===== src/rtl/ipd_stage_pkg.sv =====
// Shared widths, opcode constants and pre-decode helper for the IPD (inst pre-decode) stage.
package ipd_stage_pkg;

  localparam int IF_TO_IPD_BUS_WD = 96;
  localparam int IPD_TO_ID_BUS_WD = 100;
  localparam logic [31:0] RESET_PC_DEFAULT = 32'h1c00_0000;

  localparam logic [5:0] OP_JIRL = 6'h13;
  localparam logic [5:0] OP_B    = 6'h14;
  localparam logic [5:0] OP_BL   = 6'h15;
  localparam logic [5:0] OP_BEQ  = 6'h16;
  localparam logic [5:0] OP_BNE  = 6'h17;
  localparam logic [5:0] OP_BLT  = 6'h18;
  localparam logic [5:0] OP_BGE  = 6'h19;
  localparam logic [5:0] OP_BLTU = 6'h1a;
  localparam logic [5:0] OP_BGEU = 6'h1b;

  localparam int FLAG_JIRL    = 3;
  localparam int FLAG_B_BL    = 2;
  localparam int FLAG_COND_BR = 1;
  localparam int FLAG_LINK    = 0;

  // jirl only writes a link register when rd is not r0
  function automatic logic [3:0] predecode(input logic [5:0] opcode, input logic [4:0] rd);
    logic [3:0] flags;
    flags = '0;
    flags[FLAG_JIRL]    = (opcode == OP_JIRL);
    flags[FLAG_B_BL]    = (opcode == OP_B) || (opcode == OP_BL);
    flags[FLAG_COND_BR] = (opcode >= OP_BEQ) && (opcode <= OP_BGEU);
    flags[FLAG_LINK]    = (opcode == OP_BL) || ((opcode == OP_JIRL) && (rd != 5'd0));
    return flags;
  endfunction

endpackage


===== src/rtl/ipd_stage_inst_skid_buf.sv =====
// One-entry skid buffer holding instruction RAM data that arrived while the stage was stalled.
module ipd_stage_inst_skid_buf (
  input  logic        clk,
  input  logic        reset,
  input  logic        capture,
  input  logic        clear,
  input  logic [31:0] rdata,
  output logic [31:0] inst,
  output logic        buf_valid
);

  logic [31:0] buf_data;

  // NOTE: the buffer is a single register, so it is reset along with its flag; nothing forbids it.
  always_ff @(posedge clk or posedge reset) begin
    if (reset) begin
      buf_valid <= 1'b0;
      buf_data  <= '0;
    end else if (clear) begin
      buf_valid <= 1'b0;
    end else if (capture && !buf_valid) begin
      buf_valid <= 1'b1;
      buf_data  <= rdata;
    end
  end

  // RAM data is only valid in the first presented cycle; afterwards the buffered copy wins
  assign inst = buf_valid ? buf_data : rdata;

endmodule


===== src/rtl/ipd_stage.sv =====
// IPD pipeline stage: accepts the IF bundle, merges RAM data, pre-decodes and registers it for ID.
module ipd_stage
  import ipd_stage_pkg::*;
#(
  parameter int          IF_BUS_WD = IF_TO_IPD_BUS_WD,
  parameter int          ID_BUS_WD = IPD_TO_ID_BUS_WD,
  parameter logic [31:0] RESET_PC  = RESET_PC_DEFAULT
) (
  input  logic                 clk,
  input  logic                 reset,
  input  logic [IF_BUS_WD-1:0] IF_to_IPD_bus,
  input  logic                 IF_to_IPD_valid,
  output logic                 IPD_allow_in,
  input  logic [31:0]          inst_ram_rdata,
  input  logic                 br_taken_cancel,
  input  logic                 ID_allow_in,
  output logic                 IPD_to_ID_valid,
  output logic [ID_BUS_WD-1:0] IPD_to_ID_bus
);

  logic        ipd_valid;
  logic        transfer;
  logic        stall_capture;
  logic [31:0] inst;
  logic [3:0]  flags;
  logic        unused_placeholder;

  assign IPD_allow_in    = ~ipd_valid | ID_allow_in;
  assign IPD_to_ID_valid = ipd_valid & ~br_taken_cancel;
  assign transfer        = IF_to_IPD_valid & IPD_allow_in & ~br_taken_cancel;
  assign stall_capture   = IF_to_IPD_valid & ~IPD_allow_in;

  ipd_stage_inst_skid_buf u_skid (
    .clk       (clk),
    .reset     (reset),
    .capture   (stall_capture),
    .clear     (transfer | br_taken_cancel),
    .rdata     (inst_ram_rdata),
    .inst      (inst),
    .buf_valid ()
  );

  assign flags = predecode(inst[31:26], inst[4:0]);

  // NOTE: sequential state uses non-blocking assignments so every register samples pre-edge values.
  always_ff @(posedge clk or posedge reset) begin
    if (reset) begin
      ipd_valid <= 1'b0;
    end else if (br_taken_cancel) begin
      ipd_valid <= 1'b0;
    end else if (IPD_allow_in) begin
      ipd_valid <= IF_to_IPD_valid;
    end
  end

  // Data holds across cancel; only the valid bit is dropped
  always_ff @(posedge clk or posedge reset) begin
    if (reset) begin
      IPD_to_ID_bus <= {4'b0000, RESET_PC + 32'd4, RESET_PC, 32'h0};
    end else if (transfer) begin
      IPD_to_ID_bus <= {flags, IF_to_IPD_bus[95:64], IF_to_IPD_bus[63:32], inst};
    end
  end

  assign unused_placeholder = &{1'b0, IF_to_IPD_bus[31:0]};

endmodule


===== config.mk =====
export PLATFORM = sky130hd
export DESIGN_NAME = ipd_stage
export DESIGN_NICKNAME = d
export VERILOG_FILES = /design/src/rtl/ipd_stage_pkg.sv /design/src/rtl/ipd_stage_inst_skid_buf.sv /design/src/rtl/ipd_stage.sv
export SDC_FILE = /design/constraint.sdc
export NUM_CORES = 1
export LEC_CHECK = 0
export BUFFER_PORTS_ARGS = -buffer_cell sky130_fd_sc_hd__buf_2
export CAP_MARGIN = 15
export CORE_ASPECT_RATIO = 1.2
export CORE_MARGIN = 2
export CORE_UTILIZATION = 37
export DETAILED_ROUTE_END_ITERATION = 8
export PLACE_DENSITY = 0.66
export SYNTH_ARGS = -nofsm -noshare
export SYNTH_HDL_FRONTEND = slang
export SYNTH_SLANG_ARGS = --single-unit

===== constraint.sdc =====
create_clock -name clk -period 4.9 [get_ports clk]
set_input_delay 0.245 -clock clk [delete_from_list [all_inputs] [get_ports clk]]
set_output_delay 0.245 -clock clk [all_outputs]
set_load 0.05 [all_outputs]

==> results by group, run 1 <==
Run status
  • Outcome: complete, no violations

Floorplan
  • Cell Rows: 48
  • Core ar.: about 14000 um^2
  • Initial core utilization: 38.04%
  • # IOs: 235
  • Die height: between 100 and 150 um
  • Die area: around 16000 um^2
  • Die Wd: 115.1 um

Setup path
  • Crit-path cells: nor2b_4, inv_2, nand2b_4, buf_4, o21ai_0
  • Slowest stage cell, crit path: buf_4
  • R2r setup slk: about 2800 ps
  • Crit path DAT: 2360 ps
  • Critical Path Fanout Max: between 60 and 70
  • Setup Crit Path Kind: reg2reg
  • Worst path required time: 5170 ps
  • CP max stage delay: 630 ps
  • Setup crit start kind: flip-flop
  • CP endpoint kind: flip-flop

Timing
  • Pins Over Slew Limit: 0
  • Skew final: 6.940 ps
  • Fin crit share: 42.63%
  • Final-report hold violation count: 0
  • Crit path time final: 2089 ps
  • Setup violators final: 0
  • Max Clk Rate: 478.7 MHz
  • TNS Setup: 0 ps
  • RSZ-0062 raised after global routing: no
  • Worst-Margin Slew: between 700 and 800 ps
  • Max transition margin: around half

Route
  • Vias per std cell: 4.692
  • Routed via count: roughly 4300
  • Wirelength per Cell: 14.16 um
  • DRT Pass-1 Iters: 4
  • # DRC: 0
  • Drt total wl: around 13000 um
  • Drt first-iter violations: 158
  • ANT nets after route: 0

Global routing
  • Overall Global Routing Usage: 16.83%
  • Initial antenna violation count: 0
  • Overflow after GRT: 0
  • Largest net degree at the start of global routing: 86
  • Vias in the first global route: about 4300
  • First-pass GRT wire length: 20670 um

Worst hold path
  • Hold Path Class: in2reg

Final layout
  • Area grow syn2layout: 32.11%
  • N_diodes: 0
  • Non-filler instance count after layout: slightly above 900
  • Final core occ: about half
  • Layout Nets: 861
  • Share of layout cells above drive strength 1: 37.92%

Clocking
  • Depth of the CTS H-tree: 4
  • Root Buffer: clkbuf_16
  • CTS max path bufs: 2
  • CTS tree: built
  • Reg clk slew, reported paths: 60 ps
  • TritonCTS Buffers: 17
  • Worst-Skew Late Latency: 410 ps
  • Post-CTS setup buffer count: 0
  • Clk sinks: 134
  • Resized Gates After CTS: 0

Placed design
  • Post-Place Cells: 880
  • IO Port Bufs: 202
  • Post-DP HPWL: 9189 um
  • GPL Wtd Cong: 0.7652

Power and ir drop
  • Overall Power: 0.003576 W
  • Static Leak: 3.798 nW
  • VDD IR-drop max: about 0.00029 V
  • Pwr Density: 493.8 nW/um^2

Yosys
  • Mapped Nets: 660
  • Synthesized area: 5483 um^2
  • Synthesis Warnings: 0
  • Syn Inst Count: 527
  • Syn avg cell area: 10.40 um^2
  • Synth area leaders: dfrtp_1 (58%), nand2_1 (16%), mux2_2 (6.2%), mux2i_1 (5.7%), dfstp_2 (3.4%)
  • Post-synthesis sequential area ratio: 61.32%
  • Yosys top cell area share: 57.96%
  • Post-synth cell types: 33
  • #FFs+latches synth: about 130
  • Synth area leader: dfrtp_1

Flow run
  • Number of max-cap violations: 0
## placed cells by master, fill, tap and decap left out, types with 2 or more instances in the layout
cell           Yosys  routed
a31oi_1            2       2
mux2_1             2       2
dlygate4sd3_1      0       4
nor2_1             7       6
bufinv_16          0       3
o21ai_0           33      33
mux2i_1           31      31
buf_4             12       5
clkbuf_16          0      17
clkbuf_8           0       4
clkinv_2           0       2
nand2_1          234     234
dfstp_2            7       7
dfrtp_1          127     126
buf_2              5     202
inv_1              3       2
clkbuf_1           9       3
nand2b_1           3       2
clkinvlp_4         0       3
nor4_1             2       2
mux2_2            30      30
## registers in the layout, indices dropped and copies added, names as in the netlist
register / count
IPD_to_ID_bus: 100
ipd_valid: 1
u_skid.buf_data: 32
u_skid.buf_valid: 1
## synthesized netlist by cell type
cell type / instances
and3_1: 1
nor3_4: 1
nand3_1: 1
buf_2: 5
o41ai_1: 1
nor2_1: 7
nand3b_1: 1
nand4bb_1: 1
nor2b_4: 1
nor3b_1: 1
o221ai_1: 1
o21ai_0: 33
clkbuf_1: 9
nand2b_1: 3
o2bb2ai_1: 1
nor2b_1: 1
o22ai_1: 1
nand2_1: 234
inv_1: 3
o31ai_1: 1
a31o_2: 1
buf_4: 12
mux2_2: 30
a21o_1: 1
mux2i_1: 31
mux2_1: 2
nor4b_1: 1
inv_2: 1
nor4_1: 2
dfrtp_1: 127
dfstp_2: 7
a31oi_1: 2
buf_6: 3
## cell type report
type                    instances  area [um^2]
repair buffers                211         1089
inverters                       4        20.02
multi-input cells             360         1938
flip-flops and latches        134         3363
well taps                     175        219.0
clock inverters                 8        122.6
clock buffers                  24        491.7
fillers                      1362         7171
## timing repair
item	in CTS	in global routing
hold buffers	4	0
endpoints found under the setup margin	0	0
endpoints found under the hold margin	6	0
## through the flow
stage	area [um^2]	setup slack, ps	hold slack, ps
3_3_place_gp	6589	2678	423.5
6_report	7243	2811	21.17
5_1_grt	7243	2565	5.681
4_1_cts	7243	2750	0.2076
3_5_place_dp	6589	2625	440.4
2_1_floorplan	5483	1084	311.4
## worst max-delay path: cells and delay by family (launching register included)
| kind | cells | cell delay (ps) |
|---|---|---|
| AOI/OAI and AO/OA | 1 | 190 |
| buffers and inverters | 2 | 720 |
| DFF | 1 | 330 |
| and+or+nand+nor | 2 | 660 |
## cells by family (layout without fill, tap and decap cells)
group / count (synthesis) / after routing / share of synthesized area, %
multiplexers: 63 / 63 / 12.23
AND/OR/NAND/NOR: 255 / 255 / 18.58
buffers and inverters: 33 / 247 / 3.605
AO/OA/AOI/OAI: 42 / 42 / 4.268
flip-flops: 134 / 134 / 61.32
## path summary, 6_finish.rpt
check,end,startpoint,cells past startpoint
setup reg to reg,IPD_to_ID_bus[24]$_DFFE_PP0P_,ipd_valid$_DFFE_PP0P_,5
max in group asynchronous,IPD_to_ID_bus[63]$_DFFE_PP0P_,reset,4
hold / removal,IPD_to_ID_bus[61]$_DFFE_PP0P_,IF_to_IPD_bus[61],3
min in group asynchronous,IPD_to_ID_bus[8]$_DFFE_PP0P_,reset,3
setup / recovery,IPD_to_ID_bus[24]$_DFFE_PP0P_,ipd_valid$_DFFE_PP0P_,5
hold reg to reg,IPD_to_ID_bus[60]$_DFFE_PP1P_,IPD_to_ID_bus[60]$_DFFE_PP1P_,2
## power by group
group          switching, W  total, W  leakage, nW  internal, W
Combinational      0.000640  0.000867         1.86     0.000227
Clock              0.000457   0.00131        0.292     0.000853
Sequential         0.000101   0.00140         1.65      0.00130
Total               0.00120   0.00358         3.80      0.00238
## layer usage
| layer | up-vias | track usage, % | part of all wire [%] |
|---|---|---|---|
| met2 | 142 | 27.39 | 49 |
| li1 | 2100 | - | - |
| met5 | - | 0 | 0 |
| met1 | 2034 | 19.52 | 41 |
| met4 | 0 | 8.300 | 2.2 |
| met3 | 22 | 6.335 | 7.7 |
Power figures use the tool's default switching activity.
==> run 2: changes to the inputs <==
==> constraint.sdc (replaced) <==
create_clock -name clk -period 2.1 [get_ports clk]
set_input_delay 0.105 -clock clk [delete_from_list [all_inputs] [get_ports clk]]
set_output_delay 0.105 -clock clk [all_outputs]
set_load 0.05 [all_outputs]
==> run 2 against run 1 <==
- clock skew is 2.0 ps higher
- setup slack worse by 2400 ps
- hold slack improved by 51 ps
- register-to-register slack got worse by 2300 ps
- cell count rose by 11%
- critical endpoint is now IPD_to_ID_bus[11]$_DFFE_PP0P_
- power up 140%
- sequential power rose by 130%
- via count rose by 11%
==> results by group, run 2 (synthesis gave the netlist of run 1 again) <==
Route
  • Routed via count: 4775
  • Drt total wl: 14420 um
  • Vias per std cell: about 4.7
  • Wirelength per Cell: between 10 and 15 um
  • DRT Pass-1 Iters: 6
  • ANT nets after route: 0
  • # DRC: 0
  • Drt first-iter violations: 231

Timing
  • Fin crit share: between 70 and 80%
  • Skew final: 8.946 ps
  • Crit path time final: 1676 ps
  • Max transition margin: 62.62%
  • Pins Over Slew Limit: 0
  • Setup violators final: 0
  • TNS Setup: 0 ps
  • Max Clk Rate: 596.6 MHz
  • Final-report hold violation count: 0
  • Worst-Margin Slew: 560.8 ps
  • Worst setup margin: 423.9 ps
  • RSZ-0062 raised after global routing: no

Global routing
  • Vias in the first global route: 4936
  • Initial antenna violation count: 0
  • Largest net degree at the start of global routing: 90
  • First-pass GRT wire length: 23330 um
  • Overflow after GRT: 0
  • Overall Global Routing Usage: a little under a fifth

Clocking
  • Reg clk slew, reported paths: roughly 60 ps
  • Resized Gates After CTS: 0
  • # hold bufs at CTS: 100
  • Root Buffer: clkbuf_16
  • Worst-Skew Late Latency: 410 ps
  • Clk sinks: 134
  • Depth of the CTS H-tree: 4
  • Post-CTS setup buffer count: 0
  • CTS max path bufs: 2
  • TritonCTS Buffers: 17
  • CTS tree: built

Worst hold path
  • Hold Path Class: in2reg
  • Hold Crit Depth: 4

Setup path
  • Crit path DAT: 1950 ps
  • CP endpoint kind: flip-flop
  • Critical Path Fanout Max: slightly below 70
  • Crit-path cells: dlygate4sd3_1, buf_2, nand2b_1, nand2b_4, buf_12, o21ai_0
  • Worst R2R Path Depth: 3
  • Crit. path cell count: 6
  • Setup Crit Path Kind: in2reg
  • Setup crit start kind: input port
  • Slowest stage cell, crit path: dlygate4sd3_1
  • Worst path required time: 2380 ps
  • CP max stage delay: ~530 ps
  • Total buffers and inverters traversed by the critical path: 3
  • CP top delay family: buffers and inverters

Power and ir drop
  • VDD IR-drop max: about 0.00067 V
  • Static Leak: 4.228 nW
  • Switching portion of total power: between 30% and 40%
  • P_sw: between 0.002 and 0.003 W
  • Combinational Power Share: 26.0%
  • Clk pwr share: roughly a third
  • Internal power: 0.005564 W
  • Part of the power in registers: about two fifths
  • Pwr Density: 1018 nW/um^2

Final layout
  • Most common cell after layout, fill and taps aside: nand2_1
  • Most flop-heavy register: IPD_to_ID_bus
  • Layout Nets: 960
  • Area grow syn2layout: 50.96%
  • Share of layout cells above drive strength 1: between 30 and 40%
  • Most frequent cells in the layout: nand2_1 (234), buf_2 (202), dfrtp_1 (126), dlygate4sd3_1 (100), o21ai_0 (33)
  • Final instance area: 8277 um^2
  • Largest register FFs: 100
  • Regs by FF count: IPD_to_ID_bus: 100 flops, u_skid.buf_data: 32 flops
  • N_diodes: 0

Floorplan
  • Die height: between 100 and 150 um
  • Die area: 15810 um^2
  • Die Wd: around 120 um
  • Initial core utilization: 38.04%
  • Cell Rows: 48
  • Core ar.: 14410 um^2
  • # IOs: 235

Flow run
  • Number of max-cap violations: 0

Placed design
  • Pre-CTS setup slack: around 500 ps
  • GPL Wtd Cong: about 0.80
  • Post-DP HPWL: 8976 um
  • Placed Area: roughly 6700 um^2
  • IO Port Bufs: 202

Run status
  • Outcome: complete, no violations
-- run 2: final timing paths --
path                                               startpoint  slack (ps)                             end
worst min register to register  IPD_to_ID_bus[91]$_DFFE_PP1P_         460   IPD_to_ID_bus[91]$_DFFE_PP1P_
min in group asynchronous                               reset         400   IPD_to_ID_bus[53]$_DFFE_PP0P_
max in group asynchronous                               reset        1220   IPD_to_ID_bus[85]$_DFFE_PP0P_
worst min-delay path                              ID_allow_in          70    u_skid.buf_valid$_DFFE_PP0P_
worst max-delay path                          br_taken_cancel         420   IPD_to_ID_bus[11]$_DFFE_PP0P_
worst max register to register   u_skid.buf_valid$_DFFE_PP0P_         480  u_skid.buf_data[9]$_DFFE_PP0P_
-- run 2: routing by layer --
metal / global-route usage [%] / share of wire, % / up-vias
met5: 0 / 0 / -
met4: 7.162 / 1.8 / 0
met3: 5.851 / 6.9 / 25
met2: 32.75 / 51 / 171
met1: 21.31 / 40 / 2260
li1: - / - / 2319
-- run 2: worst min-delay path: stages --
cell and delay [ps]:
buf_2 100, nor2b_4 50, mux2i_1 130, nor2_1 60
-- run 2: metrics by stage --
stage               total power (W)  std cells  hold WS (ps)  util (%)
CTS                        0.008518       1015         54.81     57.42
finish                     0.008429       1015         71.71     57.42
global route               0.008818       1015         101.3     57.42
floorplan                  0.004794        527         171.4         -
global placement           0.005306        883         283.8     46.29
detailed placement         0.005369        883         294.0     46.29
-- run 2: layout make-up --
| class | instances | area, um^2 |
|---|---|---|
| fill | 1201 | 6137 |
| sequential | 134 | 3363 |
| timing repair buffer | 310 | 2135 |
| multi-input combinational | 360 | 1938 |
| clock buffer | 21 | 480.5 |
| tap | 175 | 219.0 |
| clock inverter | 11 | 122.6 |
| inverter | 4 | 18.77 |
-- run 2: power by group through the flow --
stage	clock network (W)	logic, W	registers [W]
final	0.00296	0.00219	0.00328
after detailed placement	0	0.00205	0.00332
after CTS	0.00304	0.00220	0.00328
after floorplan	0	0.000528	0.00427
after global routing	0.00313	0.00235	0.00334
after global placement	0	0.00202	0.00329
==> run 3: changes to the inputs <==
--- a/config.mk
+++ b/config.mk
@@ -5,6 +5,7 @@
 export SDC_FILE = /design/constraint.sdc
 export NUM_CORES = 1
 export LEC_CHECK = 0
+export ABC_AREA = 1
 export BUFFER_PORTS_ARGS = -buffer_cell sky130_fd_sc_hd__buf_2
 export CAP_MARGIN = 15
 export CORE_ASPECT_RATIO = 1.2
==> constraint.sdc (replaced) <==
create_clock -name clk -period 1.69 [get_ports clk]
set_input_delay 0.0845 -clock clk [delete_from_list [all_inputs] [get_ports clk]]
set_output_delay 0.0845 -clock clk [all_outputs]
set_load 0.05 [all_outputs]
==> run 3 against run 2 <==
- via count increased by 6.7%
- sequential power grew 24%
- die area is 0.11% higher
- sequential share of layout area fell by 0.70 points
==> results by group, run 3 <==
Yosys
  • Synth area leader: dfrtp_1
  • Synth area leaders: dfrtp_1 (58%), nand2_1 (22%), o21ai_0 (4.1%), dfstp_2 (3.4%), inv_1 (2.7%)
  • Synth Flop Type: dfrtp_1
  • Number of flops mapped to enable cells by yosys: 0
  • Syn avg cell area: ~8.5 um^2
  • Asr flop ratio synth: 100.0%
  • Mapped Nets: 777
  • #FFs+latches synth: between 100 and 150
  • Post-synthesis sequential area ratio: 61.25%
  • Top cells by count, synth: nand2_1 (322), dfrtp_1 (127), o21ai_0 (45)
  • Syn Inst Count: 644
  • Post-synth cell types: 20
  • Top-count cell post-synth: nand2_1
  • Yosys top cell area share: just under 60%
  • Synthesized area: 5489 um^2
  • Synthesis Warnings: 0

Setup path
  • Setup Crit Path Kind: reg2reg
  • R2r setup slk: 220 ps
  • Critical path origin: u_skid.buf_valid$_DFFE_PP0P_
  • Worst R2R Path Depth: 5
  • Worst Setup EP: u_skid.buf_data[0]$_DFFE_PP0P_
  • Crit path DAT: 1730 ps
  • R2R Path End: u_skid.buf_data[0]$_DFFE_PP0P_
  • CP endpoint kind: flip-flop
  • Worst path required time: 1950 ps
  • Setup crit start kind: flip-flop
  • Reg2reg start: u_skid.buf_valid$_DFFE_PP0P_
  • Critical Path Fanout Max: between 40 and 50

Floorplan
  • Core ar.: 14470 um^2
  • Die area: 15830 um^2
  • Initial core utilization: between 30% and 40%
  • # IOs: 235
  • Cell Rows: 48
  • Die Wd: approximately 120 um
  • Die height: 137.4 um

Clocking
  • Depth of the CTS H-tree: 4
  • Reg clk slew, reported paths: 50 ps
  • Post-CTS setup buffer count: 0
  • TritonCTS Buffers: 17
  • Root Buffer: clkbuf_16
  • CTS tree: built
  • Clk sinks: 134
  • Worst-Skew Late Latency: 410 ps
  • CTS max path bufs: 2
  • Resized Gates After CTS: 0

Final layout
  • Layout Nets: 1080
  • Share of layout cells above drive strength 1: 26.98%
  • Most flop-heavy register: IPD_to_ID_bus
  • Most common cell after layout, fill and taps aside: nand2_1
  • Most frequent cells in the layout: nand2_1 (322), buf_2 (202), dfrtp_1 (127), dlygate4sd3_1 (100), o21ai_0 (45)
  • Regs by FF count: IPD_to_ID_bus: 100 flops, u_skid.buf_data: 32 flops
  • Area grow syn2layout: 53.36%
  • N_diodes: 0
  • Largest register FFs: 100

Timing
  • Worst-Margin Slew: between 400 and 500 ps
  • Setup violators final: 0
  • Max transition margin: 69.98%
  • RSZ-0062 raised after global routing: no
  • Crit path time final: 1467 ps
  • Final-report hold violation count: 0
  • Max Clk Rate: slightly below 700 MHz
  • Pins Over Slew Limit: 0
  • Fin crit share: between 80% and 90%
  • Skew final: 10.99 ps
  • Worst setup margin: 223.0 ps

Global routing
  • Initial antenna violation count: 0
  • Overall Global Routing Usage: 18.30%
  • Vias in the first global route: ~4700
  • Overflow after GRT: 0
  • Largest net degree at the start of global routing: a little over 80
  • First-pass GRT wire length: 22580 um

Power and ir drop
  • Overall Power: ~0.011 W
  • Static Leak: 4.512 nW
  • Combinational Power Share: 26.9%
  • Internal power: around 0.0073 W
  • P_sw: between 0.003 and 0.004 W
  • VDD IR-drop max: 0.0006304 V
  • Part of the power in registers: 37.1%
  • Clk pwr share: between 30% and 40%
  • Switching portion of total power: 33.77%
  • Pwr Density: 1303 nW/um^2

Route
  • Drt total wl: between 10000 and 15000 um
  • ANT nets after route: 0
  • Routed via count: 5096
  • Metal-1 WL: slightly above 6000 um
  • Drt first-iter violations: 259
  • # DRC: 0
  • Wire length on met2: between 7000 and 8000 um
  • Wirelength per Cell: 12.54 um
  • Vias per std cell: 4.393
  • DRT Pass-1 Iters: 4
  • Highest routed layer: met4
  • WL met3: 747 um

Worst hold path
  • Hold Path Class: in2reg
  • Hold Crit Depth: 4

Placed design
  • Post-DP HPWL: 9161 um
  • Pre-CTS setup slack: 228.8 ps
  • IO Port Bufs: 202
  • GPL Wtd Cong: 0.7811

Flow run
  • Number of max-cap violations: 0

Run status
  • Outcome: complete, no violations
==> run 3: final cells by class <==
type                    instances  area, um^2
clock inverters                 9       176.4
clock buffers                  23       457.9
inverters                      40       153.9
repair buffers                317        2225
flip-flops and latches        134        3362
multi-input cells             437        1793
fillers                      1293        6056
well taps                     200       250.2
==> run 3: worst min path at each step <==
| stage | startpoint | end | slack, ps |
|---|---|---|---|
| floorplan | IF_to_IPD_valid | u_skid.buf_valid$_DFFE_PP0P_ | 170 |
| global placement | reset | IPD_to_ID_bus[44]$_DFFE_PP0P_ | 220 |
| detailed placement | reset | IPD_to_ID_bus[44]$_DFFE_PP0P_ | 220 |
| CTS | ID_allow_in | u_skid.buf_valid$_DFFE_PP0P_ | 90 |
| global route | ID_allow_in | u_skid.buf_valid$_DFFE_PP0P_ | 140 |
| finish | ID_allow_in | u_skid.buf_valid$_DFFE_PP0P_ | 100 |
==> run 3: power by group through the flow <==
stage	logic, W	clock network, W	registers [W]
after detailed placement	0.00278	0	0.00411
after floorplan	0.000703	0	0.00543
after CTS	0.00297	0.00407	0.00406
after global routing	0.00318	0.00419	0.00413
after global placement	0.00276	0	0.00410
final	0.00296	0.00395	0.00407
==> run 3: critical path, stage by stage (launching register included) <==
cell	delay (ps)
dfrtp_1	420
inv_2	280
nand3_2	130
buf_4	280
nand2_1	110
o21ai_0	90
==> run 3: cell families (layout without fill, tap and decap cells) <==
logic type             count (synthesis)  after routing  share of synthesized area [%]
and+or+nand+nor                      366            366                          25.67
DFF                                  134            134                          61.25
buffers and inverters                 73            389                          6.086
AOI/OAI and AO/OA                     71             71                          6.998
==> run 3: through the flow <==
stage	utilization, %	TNS (ps)	hold slack [ps]	area, um^2	cells
2_1_floorplan	-	-6852	172.4	5493	644
3_3_place_gp	46.86	0	218.8	6783	1028
3_5_place_dp	46.86	0	223.3	6783	1028
4_1_cts	58.16	0	85.57	8418	1160
5_1_grt	58.16	0	138.5	8418	1160
6_report	58.16	0	97.55	8418	1160
==> run 3: timing repair <==
action | 4_1_cts | 5_1_grt
hold endpoints to repair | 248 | 0
setup endpoints to repair | 0 | 0
hold buffers | 100 | 0
==> run 3: routing by layer <==
layer  vias up  GRT usage, %
met5         -             0
met1      2321         22.20
met4         0         7.697
li1       2597             -
met2       154         30.69
met3        24         5.015
